`src/rtl/bus_mux_pkg.sv`:
```
// Shared types and helpers for the bus master mux.
// The helpers work on a fixed-width vector so any MASTERS up to MAX_MASTERS can use them.
package bus_mux_pkg;

  localparam int MAX_MASTERS = 32;

  typedef enum logic [1:0] {
    IDLE    = 2'd0,
    ACTIVE  = 2'd1,
    RELEASE = 2'd2
  } bus_state_t;

  // Keeps only the lowest set bit, so an arbiter fault cannot select two owners.
  function automatic logic [MAX_MASTERS-1:0] onehot_lsb(input logic [MAX_MASTERS-1:0] vec);
    return vec & (~vec + MAX_MASTERS'(1));
  endfunction

  function automatic int unsigned onehot_to_index(input logic [MAX_MASTERS-1:0] vec);
    int unsigned idx = 0;
    for (int i = 0; i < MAX_MASTERS; i++) begin
      if (vec[i]) idx = unsigned'(i);
    end
    return idx;
  endfunction

endpackage

```
`src/rtl/bus_master_mux_if.sv`:
```
// Master-side request bundles and the shared slave bus of the bus master mux.
// The master modport is the mux view; the slave modport is the surrounding environment.
interface bus_master_mux_if #(
  parameter int MASTERS = 4,
  parameter int ADDR_W  = 24,
  parameter int DATA_W  = 8
);
  logic [MASTERS-1:0]        m_req_i;
  logic [MASTERS-1:0]        grant_i;
  logic [MASTERS-1:0]        m_we_i;
  logic [MASTERS*ADDR_W-1:0] m_addr_i;
  logic [MASTERS*DATA_W-1:0] m_wdata_i;
  logic [MASTERS-1:0]        m_ack_o;
  logic [MASTERS-1:0]        m_err_o;
  logic [DATA_W-1:0]         m_rdata_o;
  logic                      s_stb_o;
  logic                      s_we_o;
  logic [ADDR_W-1:0]         s_addr_o;
  logic [DATA_W-1:0]         s_wdata_o;
  logic                      s_ack_i;
  logic [DATA_W-1:0]         s_rdata_i;
  logic                      busy_o;

  modport master (
    input  m_req_i, grant_i, m_we_i, m_addr_i, m_wdata_i, s_ack_i, s_rdata_i,
    output m_ack_o, m_err_o, m_rdata_o, s_stb_o, s_we_o, s_addr_o, s_wdata_o, busy_o
  );

  modport slave (
    output m_req_i, grant_i, m_we_i, m_addr_i, m_wdata_i, s_ack_i, s_rdata_i,
    input  m_ack_o, m_err_o, m_rdata_o, s_stb_o, s_we_o, s_addr_o, s_wdata_o, busy_o
  );

endinterface

```
`src/rtl/bus_timeout_counter.sv`:
```
// Saturating strobe-cycle counter; expired_o flags the last cycle before a timeout.
// TIMEOUT of 0 keeps expired_o low forever.
module bus_timeout_counter #(
  parameter int TIMEOUT = 255
) (
  input  logic clk_i,
  input  logic reset_i,
  input  logic clear_i,
  input  logic enable_i,
  output logic expired_o
);

  localparam int CNT_W = (TIMEOUT > 0) ? $clog2(TIMEOUT + 1) : 1;
  localparam int LIMIT = (TIMEOUT > 0) ? TIMEOUT - 1 : 0;
  localparam logic [CNT_W-1:0] CNT_MAX = CNT_W'(TIMEOUT);

  logic [CNT_W-1:0] cnt_q;

  always_ff @(posedge clk_i) begin
    if (reset_i || clear_i) begin
      cnt_q <= '0;
    end else if (enable_i && (cnt_q != CNT_MAX)) begin
      cnt_q <= cnt_q + CNT_W'(1);
    end
  end

  assign expired_o = (TIMEOUT != 0) && (cnt_q == CNT_W'(LIMIT));

endmodule

```
`src/rtl/bus_master_mux.sv`:
```
// Locks the granted, requesting master as owner and runs one strobe/ack transfer on the
// shared slave bus, returning a one-cycle ack or timeout error to that owner.
//
// state   | meaning
// IDLE    | waiting for a master that is both granted and requesting
// ACTIVE  | strobe held to the slave until ack or timeout
// RELEASE | one-cycle ack/err pulse, owner cleared, arbiter may re-grant
module bus_master_mux
  import bus_mux_pkg::*;
#(
  parameter int MASTERS = 4,
  parameter int ADDR_W  = 24,
  parameter int DATA_W  = 8,
  parameter int TIMEOUT = 255
) (
  input logic              clk_i,
  input logic              reset_i,
  bus_master_mux_if.master bus
);

  bus_state_t          state_q, state_d;
  logic [MASTERS-1:0]  owner_q, owner_d;
  logic [MASTERS-1:0]  ack_q, ack_d, err_q, err_d;
  logic [MASTERS-1:0]  cand, cand_oh;
  logic [DATA_W-1:0]   rdata_q, rdata_d, wdata_q, wdata_d, wdata_sel;
  logic [ADDR_W-1:0]   addr_q, addr_d, addr_sel;
  logic                stb_q, stb_d, we_q, we_d, we_sel, busy_q;
  logic                accept, expired;
  int unsigned         idx;

  always_comb begin
    cand      = bus.grant_i & bus.m_req_i;
    cand_oh   = MASTERS'(onehot_lsb(MAX_MASTERS'(cand)));
    idx       = onehot_to_index(MAX_MASTERS'(cand_oh));
    we_sel    = 1'(bus.m_we_i >> idx);
    addr_sel  = ADDR_W'(bus.m_addr_i >> (idx * ADDR_W));
    wdata_sel = DATA_W'(bus.m_wdata_i >> (idx * DATA_W));
  end

  assign accept = (state_q == IDLE) && (cand != '0);

  bus_timeout_counter #(.TIMEOUT(TIMEOUT)) u_timeout (
    .clk_i    (clk_i),
    .reset_i  (reset_i),
    .clear_i  (accept),
    .enable_i (state_q == ACTIVE),
    .expired_o(expired)
  );

  always_ff @(posedge clk_i) begin
    if (reset_i) state_q <= IDLE;
    else         state_q <= state_d;
  end

  always_comb begin
    state_d = state_q;
    case (state_q)
      IDLE:    if (accept) state_d = ACTIVE;
      ACTIVE:  if (bus.s_ack_i || expired) state_d = RELEASE;
      RELEASE: state_d = IDLE;
      default: state_d = IDLE;
    endcase
  end

  // Next values of the registered outputs; ack takes priority over a same-cycle timeout.
  always_comb begin
    owner_d = owner_q;
    ack_d   = '0;
    err_d   = '0;
    rdata_d = rdata_q;
    stb_d   = stb_q;
    we_d    = we_q;
    addr_d  = addr_q;
    wdata_d = wdata_q;
    case (state_q)
      IDLE: begin
        if (accept) begin
          owner_d = cand_oh;
          stb_d   = 1'b1;
          we_d    = we_sel;
          addr_d  = addr_sel;
          wdata_d = wdata_sel;
        end
      end
      ACTIVE: begin
        if (bus.s_ack_i) begin
          ack_d   = owner_q;
          rdata_d = bus.s_rdata_i;
          stb_d   = 1'b0;
        end else if (expired) begin
          err_d = owner_q;
          stb_d = 1'b0;
        end
      end
      RELEASE: owner_d = '0;
      default: owner_d = '0;
    endcase
  end

  always_ff @(posedge clk_i) begin
    if (reset_i) begin
      owner_q <= '0;
      ack_q   <= '0;
      err_q   <= '0;
      rdata_q <= '0;
      stb_q   <= 1'b0;
      we_q    <= 1'b0;
      addr_q  <= '0;
      wdata_q <= '0;
      busy_q  <= 1'b0;
    end else begin
      owner_q <= owner_d;
      ack_q   <= ack_d;
      err_q   <= err_d;
      rdata_q <= rdata_d;
      stb_q   <= stb_d;
      we_q    <= we_d;
      addr_q  <= addr_d;
      wdata_q <= wdata_d;
      busy_q  <= (state_d != IDLE);
    end
  end

  assign bus.m_ack_o   = ack_q;
  assign bus.m_err_o   = err_q;
  assign bus.m_rdata_o = rdata_q;
  assign bus.s_stb_o   = stb_q;
  assign bus.s_we_o    = we_q;
  assign bus.s_addr_o  = addr_q;
  assign bus.s_wdata_o = wdata_q;
  assign bus.busy_o    = busy_q;

endmodule

```
`src/flat_wrapper.sv`:
```
// flat-port wrapper written by rule: the top's interface ports become plain ports
module bus_master_mux_flat import bus_mux_pkg::*;
#(
  parameter int MASTERS = 4,
  parameter int ADDR_W  = 24,
  parameter int DATA_W  = 8,
  parameter int TIMEOUT = 255
)
  (clk_i, reset_i, bus_m_req_i, bus_grant_i, bus_m_we_i, bus_m_addr_i, bus_m_wdata_i, bus_s_ack_i, bus_s_rdata_i, bus_m_ack_o, bus_m_err_o, bus_m_rdata_o, bus_s_stb_o, bus_s_we_o, bus_s_addr_o, bus_s_wdata_o, bus_busy_o);
  bus_master_mux_if #(.MASTERS(MASTERS), .ADDR_W(ADDR_W), .DATA_W(DATA_W)) bus_i ();
  input logic clk_i;
  input logic reset_i;
  input wire logic [$bits(bus_i.m_req_i)-1:0] bus_m_req_i;
  input wire logic [$bits(bus_i.grant_i)-1:0] bus_grant_i;
  input wire logic [$bits(bus_i.m_we_i)-1:0] bus_m_we_i;
  input wire logic [$bits(bus_i.m_addr_i)-1:0] bus_m_addr_i;
  input wire logic [$bits(bus_i.m_wdata_i)-1:0] bus_m_wdata_i;
  input wire logic [$bits(bus_i.s_ack_i)-1:0] bus_s_ack_i;
  input wire logic [$bits(bus_i.s_rdata_i)-1:0] bus_s_rdata_i;
  output wire logic [$bits(bus_i.m_ack_o)-1:0] bus_m_ack_o;
  output wire logic [$bits(bus_i.m_err_o)-1:0] bus_m_err_o;
  output wire logic [$bits(bus_i.m_rdata_o)-1:0] bus_m_rdata_o;
  output wire logic [$bits(bus_i.s_stb_o)-1:0] bus_s_stb_o;
  output wire logic [$bits(bus_i.s_we_o)-1:0] bus_s_we_o;
  output wire logic [$bits(bus_i.s_addr_o)-1:0] bus_s_addr_o;
  output wire logic [$bits(bus_i.s_wdata_o)-1:0] bus_s_wdata_o;
  output wire logic [$bits(bus_i.busy_o)-1:0] bus_busy_o;
  assign bus_i.m_req_i = bus_m_req_i;
  assign bus_i.grant_i = bus_grant_i;
  assign bus_i.m_we_i = bus_m_we_i;
  assign bus_i.m_addr_i = bus_m_addr_i;
  assign bus_i.m_wdata_i = bus_m_wdata_i;
  assign bus_i.s_ack_i = bus_s_ack_i;
  assign bus_i.s_rdata_i = bus_s_rdata_i;
  assign bus_m_ack_o = bus_i.m_ack_o;
  assign bus_m_err_o = bus_i.m_err_o;
  assign bus_m_rdata_o = bus_i.m_rdata_o;
  assign bus_s_stb_o = bus_i.s_stb_o;
  assign bus_s_we_o = bus_i.s_we_o;
  assign bus_s_addr_o = bus_i.s_addr_o;
  assign bus_s_wdata_o = bus_i.s_wdata_o;
  assign bus_busy_o = bus_i.busy_o;
  bus_master_mux #(.MASTERS(MASTERS), .ADDR_W(ADDR_W), .DATA_W(DATA_W), .TIMEOUT(TIMEOUT)) u_core (.clk_i(clk_i), .reset_i(reset_i), .bus(bus_i));
endmodule
```
`config.mk`:
```
export PLATFORM = sky130hd
export DESIGN_NAME = bus_master_mux_flat
export DESIGN_NICKNAME = d
export VERILOG_FILES = /design/src/rtl/bus_mux_pkg.sv /design/src/rtl/bus_master_mux_if.sv /design/src/rtl/bus_timeout_counter.sv /design/src/rtl/bus_master_mux.sv /design/src/flat_wrapper.sv
export SDC_FILE = /design/constraint.sdc
export NUM_CORES = 1
export LEC_CHECK = 0
export ABC_AREA = 1
export CORE_ASPECT_RATIO = 0.7
export CORE_MARGIN = 5
export CORE_UTILIZATION = 29
export CTS_CLUSTER_SIZE = 8
export DETAILED_ROUTE_END_ITERATION = 6
export DONT_BUFFER_PORTS = 1
export HOLD_SLACK_MARGIN = 0.1
export PLACE_DENSITY = 0.45
export SLEW_MARGIN = 15
export SYNTH_ARGS = -nofsm -noshare
export SYNTH_HDL_FRONTEND = slang
export SYNTH_SLANG_ARGS = --single-unit
```
`constraint.sdc`:
```
create_clock -name clk_i -period 2.06 [get_ports clk_i]
set_clock_uncertainty 0.05 [all_clocks]
set_input_delay 0.412 -clock clk_i [delete_from_list [all_inputs] [get_ports clk_i]]
set_output_delay 0.412 -clock clk_i [all_outputs]
set_load 0.01 [all_outputs]
```
; ---- After elaboration in Yosys (flattened, before gate mapping)
; Index checks and enable logic that the tools add are counted.
[op_classes]
multipliers = 1
n_bitwise = 6
addsub = 2
reduce_logical = 14
muxes = 12
shift = 3
n_eq_ne = 5
[ops]
columns = operator, n
row1 = 96-bit by 32-bit right shift with 24-bit output, 1
row2 = 32-bit by 5-bit right shift with 8-bit output, 1
row3 = 8-bit by 1-bit adder with 8-bit output (second input constant), 1
row4 = 4-bit AND, 2
row5 = 8-bit == test (second input constant), 1
row6 = 2-bit 2-to-1 mux, 4
row7 = 8-bit != test (second input constant), 1
row8 = 4-bit case mux with 2 select lines, 1
row9 = 2-bit AND reduction, 3
row10 = 4-bit by 1-bit adder with 4-bit output (second input constant), 1
row11 = 2-bit by 2-bit multiplier with 4-bit output (second input constant), 1
row12 = 1-bit 2-to-1 mux, 4
row13 = 4-bit 2-to-1 mux, 1
row14 = 4-bit inverter, 1
row15 = 2-bit case mux with 2 select lines, 1
row16 = 2-bit nonzero test, 2
row17 = 4-bit nonzero test, 1
row18 = 4-bit OR reduction, 1
row19 = 4-bit by 2-bit right shift with 1-bit output, 1
row20 = 3-bit by 2-bit != test with 1-bit output (second input constant), 1
row21 = 1-bit inverter, 3
row22 = 3-bit AND reduction, 1
row23 = 3-bit OR reduction, 1
row24 = 2-bit by 1-bit == test with 1-bit output (second input constant), 1
row25 = other kinds (5), 7
[totals]
in_bits = 151
word_cells = 54
reg_bits = 65

; ---- Longest topological paths before layout
[depth]
ltp_word = 9
ltp_mapped = 11
depth_no_buf = 10

; ---- Modules after synthesis
; Synthesis repeated with hierarchy kept, for this count alone.
[hier_totals]
hier_cells = 863
hier_area_um2 = 4983.5
[modules_own_cells]
columns = mod, n_inst, seq_area_each_um2, cells_each, area_each_um2
row1 = bus_master_mux, 1, 1141.1, 798, 4538.1
row2 = bus_timeout_counter, 1, 160.2, 65, 445.4

; ---- Worst setup path before layout
; OpenSTA, ideal clock, no wires.
[synth_path]
kind = input port to flip-flop
start = input port bus_grant_i[2]
end = register u_core.addr_q[0] (netlist: u_core.bus.s_addr_o[0])
t_arrival_ps = 1350
setup_ps = 117
path_slack_ps = 543
stages = 8
required_time_ps = 1893
path_cell_list = nand2_1 -> nand4_1 -> buf_2 -> buf_2 -> a21oi_1 -> nor2_1 -> nor2_1 -> nor2_1
[synth_between]
elab_chain_cells = 8
[synth_lines]
columns = item, line_no
row1 = start: declaration, flat_wrapper.sv:14  ; input wire logic [$bits(bus_i.grant_i)-1:0] bus_grant_i;
row2 = 4-bit AND *, bus_master_mux.sv:32  ; cand = bus.grant_i & bus.m_req_i;
row3 = 4-bit inverter, bus_mux_pkg.sv:15  ; return vec & (~vec + MAX_MASTERS'(1));
row4 = 4-bit by 1-bit adder with 4-bit output, bus_mux_pkg.sv:15
row5 = 4-bit AND, bus_mux_pkg.sv:15
row6 = 2-bit 2-to-1 mux (2 in series), bus_mux_pkg.sv:21  ; if (vec[i]) idx = unsigned'(i);
row7 = 2-bit by 2-bit multiplier with 4-bit output, bus_master_mux.sv:36  ; addr_sel = ADDR_W'(bus.m_addr_i >> (idx * ADDR_W));
row8 = 96-bit by 32-bit right shift with 24-bit output, bus_master_mux.sv:36
row9 = end signal: assignment, bus_master_mux.sv:118  ; addr_q <= addr_d;
row10 = end: declaration, bus_master_mux.sv:26  ; logic [ADDR_W-1:0] addr_q, addr_d, addr_sel;
; Mark *: on every way between the ends. The rest lies on a longest branch, timed or not.
; A chain may end at the register's enable or synchronous reset.

; ---- Worst setup path after layout
[layout_path]
start = register u_core.u_timeout.cnt_q[0]
end = register u_core.u_timeout.cnt_q[3]
[layout_between]
elab_chain_cells = 2
[layout_lines]
columns = item, line_no
row1 = start: declaration, bus_timeout_counter.sv:17  ; logic [CNT_W-1:0] cnt_q;
row2 = start signal: assignment, bus_timeout_counter.sv:23  ; cnt_q <= cnt_q + CNT_W'(1);
row3 = branches (longest 2 deep; another with 8-bit by 1-bit adder with 8-bit output), n/a
; Parallel ways; which one is timed is not known.

==> impl_table.tex <==
\begin{tabular}{lr}
\hline
Metric & Value \\
\hline
\multicolumn{2}{l}{\textbf{Critical path}} \\
Category of the worst setup path capture point & register \\
Element type at the critical path start & register \\
Critical path, cell by cell & ha\_1 -> inv\_1 -> nor2\_1 -> nand2\_1 -> nand2\_1 -> inv\_1 -> nand2\_1 -> or2\_2 -> a21oi\_1 \\
Signal arrival time at the worst endpoint & 1880 ps \\
Worst-case reg-to-reg path depth & 9 \\
Type of the worst setup path & register to register \\
Worst R2R Setup Slack & between 300 and 400 ps \\
Crit-path slowest cell & dfxtp\_1 \\
R2r endpoint & u\_core.u\_timeout.cnt\_q[3]\$\_SDFFE\_PP0P\_ \\
Reg-to-Reg Start & u\_core.u\_timeout.cnt\_q[0]\$\_SDFFE\_PP0P\_ \\
Critical Path Max Stage Delay & 340 ps \\
Most frequent cell on the critical path & nand2\_1 \\
Largest fanout on the critical path & 8 \\
Req. time, crit path & about 2300 ps \\
\multicolumn{2}{l}{\textbf{Logic synthesis}} \\
Area fraction in compound gates after synthesis & a little under an eighth \\
Post-Syn Area per Cell & approximately 5.7 um\^{}2 \\
Portion of the post-synthesis area used by sequential elements & between 30 and 40\% \\
Simple-Gate Fraction of Synth Area & between 40\% and 50\% \\
Share of synthesized registers carrying an async set or reset & 0\% \\
Mapped Cells & 709 \\
Multiplexer share of the synthesized area & 0\% \\
Cell with the most instances after synthesis & nor2\_1 \\
Number of nets in the synthesized netlist & 862 \\
Largest family of logic cells by synthesized area & simple AND/OR/NAND/NOR gates \\
Post-synthesis share of cell area spent on full adders, half adders and majority gates & less than 1\% \\
Dominant cells by area after synthesis & dfxtp\_1 (32\%), nor2\_1 (18\%), nand2\_1 (17\%), inv\_1 (7.6\%), a21oi\_1 (6.6\%) \\
Share of the synthesized netlist area taken by xor and xnor gates & less than 1\% \\
Ys Warns & 0 \\
Commonest cells in the netlist & nor2\_1 (188), nand2\_1 (178), inv\_1 (81) \\
Post-synthesis cell type count & 27 \\
Count of flip-flops with a built-in enable after synthesis & 0 \\
Biggest area consumer among synthesized cells & dfxtp\_1 \\
Top\_reg\_cell synth & dfxtp\_1 \\
Mapped Area & around 0.004 mm\^{}2 \\
Synthesized flop and latch total & between 60 and 70 \\
Proportion of netlist area held by the largest area contributor & between 30\% and 40\% \\
\multicolumn{2}{l}{\textbf{Timing}} \\
Fin worst setup slack & about 390 ps \\
Final Setup Violations & 0 \\
Pins over their slew limit & 0 \\
Rel. slew slack & between 60\% and 70\% \\
Hold violation count in the final report & 0 \\
Final period util & between 80\% and 90\% \\
Final critical path time including I/O delays and setup & 1672 ps \\
Sum of negative setup slack & 0 ps \\
RSZ-0062 raised after global routing & no \\
Worst-Margin Slew & between 500 and 600 ps \\
Max Clk Rate & $\sim$600 MHz \\
\multicolumn{2}{l}{\textbf{Die}} \\
Die width & 150.6 um \\
Vertical extent of the die & roughly 110 um \\
Initial standard-cell utilization of the core & between 20\% and 30\% \\
Area of the die & roughly 0.016 mm\^{}2 \\
I/O pins & $\sim$200 \\
Row cnt & 36 \\
Std-Cell Core Area & about 0.014 mm\^{}2 \\
\multicolumn{2}{l}{\textbf{Global route}} \\
Global-route wire length before repair & just over 20000 um \\
Via count of the first global-routing pass & 3992 \\
GRT Resource Usage Total & between 10\% and 20\% \\
Maximum number of pins on one net before global-route repair & between 60 and 70 \\
Number of antenna violations at the first check in global routing & 0 \\
Residual overflow from global routing & 0 \\
\multicolumn{2}{l}{\textbf{Power}} \\
Areal power density over the cells & 850.9 mW/mm\^{}2 \\
Leakage Power & about 2.2 nW \\
PnR Total Power & just under 0.004 W \\
Worst VDD drop & 0.4203 mV \\
\multicolumn{2}{l}{\textbf{Cells and area}} \\
Area of combinational cells with multiple inputs & 0.002202 mm\^{}2 \\
Synthesis-to-finish area growth & 13.18\% \\
Footprint of the flip-flops and latches & approximately 0.0013 mm\^{}2 \\
Proportion of layout cells with a drive suffix above 1 & 6.000\% \\
Final Core Density & about a third \\
Number of fill cells & $\sim$1500 \\
Number of standard cells in the final layout excluding fillers & 890 \\
Nets & 848 \\
Antenna cell count & 0 \\
\multicolumn{2}{l}{\textbf{Clocking}} \\
CTS tree & yes \\
Clock insertion delay at the later pin of the skew report & 330 ps \\
CTS H-Tree Depth & 3 \\
Number of buffers inserted by post-CTS setup repair & 0 \\
Number of buffers between clock root and the deepest sink & 2 \\
Hold buffer count at CTS & 1 \\
Number of buffers added by the clock tree synthesis step & 9 \\
Resized cells post-CTS & 0 \\
Clock-pin slew of the registers on the worst-case setup and hold paths & about 60 ps \\
CTS root buf & clkbuf\_16 \\
Clock sink count & 65 \\
\multicolumn{2}{l}{\textbf{Detailed routing}} \\
Detailed-route wire length per cell & approximately 15 um \\
First drt pass iteration count & 4 \\
Total Routed Length & about 13000 um \\
Detail Route Antenna Nets & 0 \\
Vias per cell & 4.585 \\
Number of DRC violations after detailed-routing iteration 0 & 223 \\
Number of vias after detailed routing & between 4000 and 5000 \\
Drt drc & 0 \\
\multicolumn{2}{l}{\textbf{Place}} \\
IO Port Bufs & 0 \\
Half-perimeter wire length after detailed placement & 9635 um \\
Routability-driven placement congestion ratio & $\sim$0.82 \\
Pre-CTS setup slack & 324.8 ps \\
Number of cells in the design after placement & 872 \\
\multicolumn{2}{l}{\textbf{Worst hold path}} \\
Hold endpoint & u\_core.state\_q[1]\$\_SDFF\_PP0\_ \\
Type of the worst min-delay path & primary input to register \\
Hold path start & bus\_s\_ack\_i \\
Hold Path Cell Cnt & 2 \\
\multicolumn{2}{l}{\textbf{Status}} \\
Run status & complete, no violations \\
\multicolumn{2}{l}{\textbf{Flow run}} \\
Total of max-cap violations & 0 \\
\hline
\end{tabular}
placed cells by master, fill, tap and decap left out, types with 2 or more instances in the layout:
cell / netlist / routed
inv_2: 3 / 3
nand2_2: 3 / 3
inv_1: 81 / 81
xor2_1: 2 / 2
clkbuf_16: 0 / 9
inv_6: 0 / 3
nor3_1: 2 / 2
nand3_1: 44 / 44
buf_4: 2 / 11
bufinv_16: 0 / 2
or2_2: 2 / 2
o21ai_0: 35 / 35
nand4_1: 2 / 2
nand2_1: 178 / 178
dfxtp_1: 65 / 65
dlygate4sd3_1: 0 / 2
a21oi_1: 53 / 53
ha_1: 2 / 2
buf_12: 0 / 3
nor2_1: 188 / 188
critical path, delay by kind of cell (launching register included):
family          cells  cell delay (ps)
fa+ha+maj           1              220
flops               1              340
compound gates      1              120
simple gates        5              610
buf+inv             2              250
registers in the layout, summed over array words and instances, names as in the netlist:
signal and cells:
u_core.bus.busy_o 1, u_core.bus.m_err_o 4, u_core.bus.s_stb_o 1, u_core.owner_q 4, u_core.state_q 2, u_core.bus.s_we_o 1
u_core.bus.m_ack_o 4, u_core.bus.s_addr_o 24, u_core.bus.s_wdata_o 8, u_core.bus.m_rdata_o 8, u_core.u_timeout.cnt_q 8
layout make-up:
| class | instances | share of cell area (%) |
|---|---|---|
| multi-input cells | 519 | 48.46 |
| flip-flops and latches | 65 | 28.63 |
| inverters | 84 | 6.938 |
| well taps | 190 | 5.231 |
| clock buffers | 9 | 4.956 |
| repair buffers | 16 | 3.579 |
| clock inverters | 7 | 2.203 |
metal layers:
metal  vias to the layer above  GRT usage (%)  wire length, um
met5                         -              0                0
met4                         0          4.722              218
met3                        16          5.656             1134
met2                       139          25.20             5512
met1                      1792          20.67             6050
li1                       2134              -                -
power by group:
group	internal (W)	switching, W	total [W]
logic	0.000241	0.000449	0.000690
registers	0.00137	0.000133	0.00150
clock network	0.00107	0.000600	0.00167
total	0.00269	0.00118	0.00387
how the worst max path moves through the flow:
stage                                      startpoint                                     end  slack, ps
6_report       u_core.u_timeout.cnt_q[0]$_SDFFE_PP0P_  u_core.u_timeout.cnt_q[3]$_SDFFE_PP0P_        390
5_1_grt        u_core.u_timeout.cnt_q[0]$_SDFFE_PP0P_  u_core.u_timeout.cnt_q[3]$_SDFFE_PP0P_        180
4_1_cts        u_core.u_timeout.cnt_q[0]$_SDFFE_PP0P_  u_core.u_timeout.cnt_q[3]$_SDFFE_PP0P_        390
3_5_place_dp                           bus_grant_i[2]    u_core.bus.s_addr_o[14]$_SDFFE_PP0P_        320
3_3_place_gp                           bus_grant_i[3]    u_core.bus.s_wdata_o[1]$_SDFFE_PP0P_        370
2_1_floorplan                          bus_grant_i[2]     u_core.bus.s_addr_o[0]$_SDFFE_PP0P_        540
stage by stage:
| step | instance area, um^2 | hold slack, ps |
|---|---|---|
| after floorplan | 4015 | 380.8 |
| after global placement | 4199 | 397.7 |
| after detailed placement | 4199 | 399.6 |
| after CTS | 4534 | 100.2 |
| after global routing | 4544 | 176.0 |
| final | 4544 | 174.5 |
cells by family (layout without fill, tap and decap cells):
kind of cell | Yosys count | count (layout)
AOI/OAI and AO/OA | 91 | 91
xor gates and xnor gates | 3 | 3
adders and majority gates | 2 | 2
buffers and inverters | 125 | 116
DFF | 65 | 65
and+or+nand+nor | 423 | 423
Power figures use the tool's default switching activity.
